File: config.mk
export PLATFORM = sky130hd
export DESIGN_NAME = tdc_hit_capture_ctrl_flat
export DESIGN_NICKNAME = d
export VERILOG_FILES = /design/src/rtl/tdc_pkg.sv /design/src/rtl/tdc_hit_capture_ctrl_if.sv /design/src/rtl/tdc_therm_popcount.sv /design/src/rtl/tdc_hit_capture_ctrl.sv /design/src/flat_wrapper.sv
export SDC_FILE = /design/constraint.sdc
export NUM_CORES = 2
export LEC_CHECK = 0
export CAP_MARGIN = 20
export CORE_MARGIN = 2
export CORE_UTILIZATION = 63
export CTS_CLUSTER_DIAMETER = 80
export DETAILED_ROUTE_END_ITERATION = 6
export DONT_BUFFER_PORTS = 1
export HOLD_SLACK_MARGIN = 0.1
export PLACE_DENSITY = 0.79
export SYNTH_ARGS = -nofsm -noshare
export SYNTH_HDL_FRONTEND = slang
export SYNTH_SLANG_ARGS = --single-unit
File: constraint.sdc
create_clock -name clk -period 55.2 [get_ports clk]
set_clock_uncertainty 0.1 [all_clocks]
set_input_delay 13.8 -clock clk [delete_from_list [all_inputs] [get_ports clk]]
set_output_delay 13.8 -clock clk [all_outputs]
set_load 0.02 [all_outputs]
File: src/rtl/tdc_pkg.sv
// Shared definitions for carry-chain TDC channel blocks: FSM states and tap/code width helpers.
package tdc_pkg;

    typedef enum logic [2:0] {
        IDLE,
        ARMED,
        CAPTURE,
        OUTPUT,
        DEAD
    } state_t;

    function automatic int clog2(input int value);
        int result;
        int rem;
        result = 0;
        rem    = value - 1;
        while (rem > 0) begin
            result = result + 1;
            rem    = rem >> 1;
        end
        return result;
    endfunction

    function automatic int taps_of(input int ncarry4);
        return 4 * ncarry4;
    endfunction

    // Fine code must represent 0..TAPS inclusive, so one more value than there are taps.
    function automatic int fine_w_of(input int ncarry4);
        return clog2(4 * ncarry4 + 1);
    endfunction

endpackage

File: src/rtl/tdc_hit_capture_ctrl_if.sv
// Timestamp valid/ready stream from a TDC channel to its readout FIFO.
interface tdc_hit_capture_ctrl_if #(
    parameter int DATA_W = 25
);
    logic              ts_valid;
    logic              ts_ready;
    logic [DATA_W-1:0] ts_data;

    modport master (output ts_valid, output ts_data, input ts_ready);
    modport slave  (input ts_valid, input ts_data, output ts_ready);
endinterface

File: src/rtl/tdc_therm_popcount.sv
// Bubble-tolerant thermometer decoder: counts ones across the whole tap snapshot, one register stage.
module tdc_therm_popcount
    import tdc_pkg::*;
#(
    parameter int TAPS = 340
) (
    input  logic                       clk,
    input  logic                       rst,
    input  logic                       load,
    input  logic [TAPS-1:0]            therm,
    output logic [clog2(TAPS+1)-1:0]   count
);

    localparam int CNT_W = clog2(TAPS + 1);

    logic [CNT_W-1:0] sum;

    // NOTE: combinational logic uses blocking '=' with a default assigned first, so no latch is inferred.
    always_comb begin
        sum = '0;
        for (int i = 0; i < TAPS; i++) begin
            sum = sum + CNT_W'(therm[i]);
        end
    end

    // NOTE: sequential state uses non-blocking '<=' so every flop samples pre-edge values.
    always_ff @(posedge clk or posedge rst) begin
        if (rst) begin
            count <= '0;
        end else if (load) begin
            count <= sum;
        end
    end

endmodule

File: src/rtl/tdc_hit_capture_ctrl.sv
// One carry-chain TDC channel: hit detect, coarse latch, fine encode, timestamp stream, dead time.
// Optional hit-drop counter enabled by defining TDC_DROP_CNT_EN.
module tdc_hit_capture_ctrl
    import tdc_pkg::*;
#(
    parameter int NCARRY4     = 85,
    parameter int COARSE_W    = 16,
    parameter int DEAD_CYCLES = 4
) (
    input  logic                        clk,
    input  logic                        rst,
    input  logic                        enable,
    input  logic [4*NCARRY4-1:0]        taps_in,
    tdc_hit_capture_ctrl_if.master      ts,
    output logic                        armed,
    output logic [15:0]                 drop_cnt
);

    localparam int TAPS   = taps_of(NCARRY4);
    localparam int FINE_W = fine_w_of(NCARRY4);
    localparam int DEAD_W = clog2(DEAD_CYCLES + 1);

    state_t state;
    state_t state_next;

    logic [TAPS-1:0]     s1;
    logic [TAPS-1:0]     s2;
    logic                s2d0;
    logic [TAPS-1:0]     snapshot;
    logic [COARSE_W-1:0] coarse;
    logic [COARSE_W-1:0] coarse_lat;
    logic [FINE_W-1:0]   fine;
    logic [DEAD_W-1:0]   dead_cnt;
    logic                hit;
    logic                chain_clear;
    logic                dead_done;

    // taps_in is asynchronous to clk: two plain flops before anything looks at it.
    // NOTE: every register here, including the wide sample and snapshot flops, is reset so that
    // a mid-operation reset leaves no stale edge or timestamp behind.
    always_ff @(posedge clk or posedge rst) begin
        if (rst) begin
            s1   <= '0;
            s2   <= '0;
            s2d0 <= 1'b0;
        end else begin
            s1   <= taps_in;
            s2   <= s1;
            s2d0 <= s2[0];
        end
    end

    assign hit         = s2[0] & ~s2d0;
    assign chain_clear = (s2 == '0);
    assign dead_done   = (dead_cnt == DEAD_W'(DEAD_CYCLES - 1));

    always_ff @(posedge clk or posedge rst) begin
        if (rst) begin
            coarse <= '0;
        end else begin
            coarse <= coarse + 1'b1;
        end
    end

    always_ff @(posedge clk or posedge rst) begin
        if (rst) begin
            state <= IDLE;
        end else begin
            state <= state_next;
        end
    end

    always_comb begin
        state_next = state;
        case (state)
            IDLE:    if (enable) state_next = ARMED;
            ARMED: begin
                if (!enable)  state_next = IDLE;
                else if (hit) state_next = CAPTURE;
            end
            CAPTURE: state_next = OUTPUT;
            OUTPUT:  if (ts.ts_ready) state_next = DEAD;
            DEAD: begin
                // Hold off until the minimum dead time has elapsed and the line has fully drained.
                if (dead_done && chain_clear) state_next = enable ? ARMED : IDLE;
            end
            default: state_next = IDLE;
        endcase
    end

    always_ff @(posedge clk or posedge rst) begin
        if (rst) begin
            coarse_lat <= '0;
            snapshot   <= '0;
        end else if (state == ARMED && enable && hit) begin
            coarse_lat <= coarse;
            snapshot   <= s2;
        end
    end

    always_ff @(posedge clk or posedge rst) begin
        if (rst) begin
            dead_cnt <= '0;
        end else if (state != DEAD) begin
            dead_cnt <= '0;
        end else if (!dead_done) begin
            dead_cnt <= dead_cnt + 1'b1;
        end
    end

    tdc_therm_popcount #(
        .TAPS (TAPS)
    ) u_popcount (
        .clk   (clk),
        .rst   (rst),
        .load  (state == CAPTURE),
        .therm (snapshot),
        .count (fine)
    );

    // Outputs decode straight from the state register so an async reset clears them at once.
    assign ts.ts_valid = (state == OUTPUT);
    assign ts.ts_data  = (state == OUTPUT) ? {coarse_lat, fine} : '0;
    assign armed       = (state == ARMED);

`ifdef TDC_DROP_CNT_EN
    logic [15:0] drop_q;

    always_ff @(posedge clk or posedge rst) begin
        if (rst) begin
            drop_q <= '0;
        end else if (hit && enable && state != ARMED && drop_q != 16'hFFFF) begin
            drop_q <= drop_q + 16'd1;
        end
    end

    assign drop_cnt = drop_q;
`else
    assign drop_cnt = '0;
`endif

endmodule
File: src/flat_wrapper.sv
// flat-port wrapper written by rule: the top's interface ports become plain ports
module tdc_hit_capture_ctrl_flat import tdc_pkg::*;
#(
    parameter int NCARRY4     = 85,
    parameter int COARSE_W    = 16,
    parameter int DEAD_CYCLES = 4
)
  (clk, rst, enable, taps_in, armed, drop_cnt, ts_ts_valid, ts_ts_data, ts_ts_ready);
  tdc_hit_capture_ctrl_if ts_i ();
  input  logic clk;
  input  logic rst;
  input  logic enable;
  input  logic [4*NCARRY4-1:0] taps_in;
  output logic armed;
  output logic [15:0] drop_cnt;
  output wire logic [$bits(ts_i.ts_valid)-1:0] ts_ts_valid;
  output wire logic [$bits(ts_i.ts_data)-1:0] ts_ts_data;
  input wire logic [$bits(ts_i.ts_ready)-1:0] ts_ts_ready;
  assign ts_ts_valid = ts_i.ts_valid;
  assign ts_ts_data = ts_i.ts_data;
  assign ts_i.ts_ready = ts_ts_ready;
  tdc_hit_capture_ctrl #(.NCARRY4(NCARRY4), .COARSE_W(COARSE_W), .DEAD_CYCLES(DEAD_CYCLES)) u_core (.clk(clk), .rst(rst), .enable(enable), .taps_in(taps_in), .ts(ts_i), .armed(armed), .drop_cnt(drop_cnt));
endmodule
Word level (Yosys, flattened, before mapping)
Cells that the tools add are included.
{"block": "classes", "n_reduce_logical": 6, "n_eq_ne": 11, "n_bitwise": 2, "muxes": 10, "add_sub_neg": 341}
{"cell": "adder 9 x 1 -> 9 bit", "count": 331}
{"cell": "zero test 340 bit", "count": 1}
{"cell": "two-way mux 25 bit", "count": 1}
{"cell": "two-way mux 3 bit", "count": 7}
{"cell": "adder 16 x 1 -> 16 bit (second input constant)", "count": 1}
{"cell": "case mux 3 bit (5 select lines)", "count": 1}
{"cell": "adder 8 x 1 -> 9 bit", "count": 1}
{"cell": "== test 3 x 2 -> 1 bit (second input constant)", "count": 3}
{"cell": "adder 7 x 1 -> 8 bit", "count": 1}
{"cell": "adder 6 x 1 -> 7 bit", "count": 1}
{"cell": "adder 5 x 1 -> 6 bit", "count": 1}
{"cell": "adder 4 x 1 -> 5 bit", "count": 1}
{"cell": "adder 3 x 1 -> 4 bit", "count": 1}
{"cell": "inequality test 2 x 1 -> 1 bit (second input constant)", "count": 2}
{"cell": "inequality test 2 bit (second input constant)", "count": 2}
{"cell": "AND reduction 4 bit", "count": 1}
{"cell": "adder 2 x 1 -> 3 bit", "count": 1}
{"cell": "adder 3 x 1 -> 3 bit (second input constant)", "count": 1}
{"cell": "== test 3 x 1 -> 1 bit (second input constant)", "count": 1}
{"cell": "== test 3 bit (second input constant)", "count": 1}
{"cell": "logical AND 1 bit", "count": 3}
{"cell": "zero test 3 bit", "count": 1}
{"cell": "inequality test 3 x 2 -> 1 bit (second input constant)", "count": 1}
{"cell": "inequality test 3 bit (second input constant)", "count": 1}
{"cell": "4 further kinds", "count": 4}
{"block": "totals", "output_inout_bits": 43, "regBits": 1068}

Logic depth before layout (Yosys ltp)
{"block": "logic_depth", "depth_word": 339, "mapped_depth": 29, "mapped_depth_nobuf": 29}

By module
From an unflattened synthesis, not the netlist that was laid out.
{"block": "hier_totals", "cells_unflattened": 2606, "area_unflattened_um2": 41751.3}
{"mod": "tdc_hit_capture_ctrl", "cells_each": 1680, "area_each_um2": 32235.9, "instances": 1}
{"mod": "tdc_therm_popcount", "cells_each": 926, "area_each_um2": 9515.4, "instances": 1}

Worst setup path after synthesis
No wires, ideal clock.
{"block": "synth_timing", "kind": "input to register", "from": "input enable", "to": "register u_core.snapshot[106]", "required_ps": 54973, "path_buffers": 2, "stages": 5, "setup_ps": 127, "slack_ps": 40004, "arrival_time_ps": 14969, "cell_sequence": "or3b_4 nor2_4 buf_6 buf_6 mux2_1"}
{"block": "synth_via", "elab_chain_len": 2}
{"item": "start, declared", "line_no": "flat_wrapper.sv:12", "source": "input logic enable;"}
{"item": "logical AND 1 bit (2 in a row)", "line_no": "tdc_hit_capture_ctrl.sv:95", "source": "end else if (state == ARMED && enable && hit) begin"}
{"item": "end signal, assigned", "line_no": "tdc_hit_capture_ctrl.sv:94", "source": "snapshot <= '0;"}
{"item": "end signal, assigned", "line_no": "tdc_hit_capture_ctrl.sv:97", "source": "snapshot <= s2;"}
{"item": "end, declared", "line_no": "tdc_hit_capture_ctrl.sv:29", "source": "logic [TAPS-1:0] snapshot;"}
No other way between the ends.
A chain may end at the register's enable or synchronous reset.

Final worst setup path
{"block": "layout_timing", "from": "input enable", "to": "register u_core.snapshot[127]"}
Same word-level chain as after synthesis.

==> results.sh <==
export IMPL_cts_tree="built"
export IMPL_synth_common_cells="dfrtp_1 (1068), inv_1 (499), fa_1 (324)"
export IMPL_hold_path_class="reg2reg"
export IMPL_cp_slowest_cell="buf_4"
export IMPL_endpoint_kind="flip-flop"
export IMPL_finalNetCount=3590
export IMPL_synth_top_area_frac=0.6467
export IMPL_crit_chain="or3b_4, nor2_4, buf_12, buf_4, mux2_1"
export IMPL_cts_hold_buf=0
export IMPL_cp_max_fo=239
export IMPL_drtAntennaViolNets=0
export IMPL_arrival_ps=17050
export IMPL_synthCells=2813
export IMPL_track_usage=0.2896
export IMPL_antenna_found_initial=15
export IMPL_yosys_area_top_type="dfrtp_1"
export IMPL_synth_area_mm2=0.04133
export IMPL_cts_buffers=102
export IMPL_rr_endpoint="u_core.u_popcount.count[8]"
export IMPL_path_clk_slew_ps=70
export IMPL_vias_per_cell=5.493
export IMPL_dr_pass1_iters=5
export IMPL_clk_latency_ps=650
export IMPL_cap_violations=0
export IMPL_vias=20996
export IMPL_top_level_ports=387
export IMPL_period_needed_ps=16630
export IMPL_cts_sinks=1068
export IMPL_place_port_buffers=0
export IMPL_core_area_mm2=0.06470
export IMPL_cts_resized=0
export IMPL_gr_usage_met1=0.3881
export IMPL_rsz0062_at_grt="false"
export IMPL_remaining_drc_errors=0
export IMPL_worst_r2r_setup_slack_ps=45990
export IMPL_overflow=0
export IMPL_synth_ff_type="dfrtp_1"
export IMPL_synth_edf_count=0
export IMPL_drtIter0Drc=1932
export IMPL_wl_per_cell_um=24.67
export IMPL_htreeDepth=3
export IMPL_die_area_mm2=0.06766
export IMPL_synth_area_per_cell_um2=14.69
export IMPL_drive_gt1_frac=0.09401
export IMPL_slew_violations=0
export IMPL_dp_final_hpwl_um=68680
export IMPL_finalCritPeriodShare=0.3013
export IMPL_grt_pass1_vias=23501
export IMPL_yosys_warnings=0
export IMPL_ff2ff_path_depth=29
export IMPL_cts_root_buffer="clkbuf_16"
export IMPL_grtUsageMet3=0.05068
export IMPL_slew_limit_headroom=0.2582
export IMPL_finalSetupViolations=0
export IMPL_worstReg2RegStart="u_core.snapshot[131]"
export IMPL_die_h_um=260.1
export IMPL_finalWorstSetupSlack_ps=38570
export IMPL_synthTopCellsByArea="dfrtp_1 (65%), fa_1 (16%), inv_1 (4.5%), mux2_1 (2.7%), o21ai_0 (2.3%)"
export IMPL_grt_start_max_net_pins=240
export IMPL_dp_cells=3616
export IMPL_worst_setup_path_type="in2reg"
export IMPL_hold_depth=0
export IMPL_hp_start="u_core.s1[50]"
export IMPL_placementRows=93
export IMPL_seq_area_frac_synth=0.6467
export IMPL_final_instance_count_excl_fill=3822
export IMPL_hold_path_end="u_core.s2[50]"
export IMPL_grt_pass1_wl_um=143000
export IMPL_start_kind="input pin"
export IMPL_place_worst_setup_slack_ps=37940
export IMPL_area_delta_synth_final_pct=11.09
export IMPL_status="complete, no violations"
export IMPL_clockBufferDepth=3
export IMPL_die_w_um=260.1
export IMPL_fmax_ghz=0.06013
export IMPL_grt_busiest_layer="met2"
export IMPL_async_flop_share=1.000
export IMPL_post_cts_buffers=0
export IMPL_tightest_slew_ps=1102
export IMPL_gp_congestion=0.8940
export IMPL_final_hold_violation_count=0
export IMPL_start_util=0.6388
export IMPL_met2_usage=0.4904
export IMPL_critPathMaxStageDelay_ps=890
export IMPL_ys_types=41
export IMPL_crit_required_ps=55620
export IMPL_ys_ff_latch=1068
export IMPL_fin_setup_tns_ps=0
export IMPL_routed_wl_um=94280
export IMPL_synth_most_common_cell="dfrtp_1"
[worst max-delay path by stage]
stage	start	endpoint	slack [ps]
final	enable	u_core.snapshot[127]	38570
after global routing	enable	u_core.snapshot[121]	38420
after CTS	rst	u_core.s1[244]	38640
after detailed placement	rst	u_core.s1[215]	37940
after global placement	rst	u_core.s1[215]	38090
after floorplan	rst	u_core.coarse[0]	11240
[critical path: cells and delay by family]
family | cells | cell delay, ps
buffers and inverters | 2 | 1580
and+or+nand+nor | 2 | 940
muxes | 1 | 410
[stage by stage]
stage | instance area (um^2) | hold WS, ps | utilization
final | 45910 | 240.8 | 0.7096
after global routing | 45900 | 242.9 | 0.7095
after CTS | 45710 | 244.8 | 0.7065
after detailed placement | 42060 | 234.7 | 0.6502
after global placement | 42060 | 235.1 | 0.6502
after floorplan | 41380 | 231.2 | -
[registers in the layout, summed over array words and instances, names as in the netlist]
name and cells:
u_core.s1 340, u_core.s2 340, u_core.snapshot 340, u_core.coarse 16
u_core.coarse_lat 16, u_core.u_popcount.count 9, u_core.dead_cnt 3, u_core.state 3
u_core.s2d0 1
[per-layer routing]
metal	vias to the layer above	wire length [um]
met2	775	48850
met5	-	50
met3	195	5242
met4	8	3084
met1	11167	37050
li1	8851	-
[final cells by class]
type	count	area, um^2
sequential	1068	26730
fill	4042	18790
multi-input combinational	1178	12240
clock buffer	142	3037
inverter	499	1881
tap	855	1070
clock inverter	47	610.6
timing repair buffer	23	317.8
antenna	10	25.02
[layout by cell type (no fill, tap or decap), types with 16 or more instances in the layout]
cell type / count
dfrtp_1: 1068
inv_1: 498
fa_1: 324
nand2_1: 201
o21ai_0: 194
clkbuf_16: 105
mux2_1: 100
nor4_1: 88
mux2_2: 72
ha_1: 50
clkbuf_8: 27
and3_1: 26
nand4_1: 23
conb_1: 16
[logic make-up after synthesis]
kind of cell / share of synthesized area
adder cells (fa/ha/maj): 0.1721
AO/OA/AOI/OAI: 0.02652
multiplexers: 0.04711
flip-flops: 0.6467
other: 0.00009074
XOR/XNOR: 0.003815
buffers and inverters: 0.05843
AND/OR/NAND/NOR: 0.04526
Power is not shown: default switching activity piles up to over one toggle a cycle in this logic, so the estimate is an artifact.
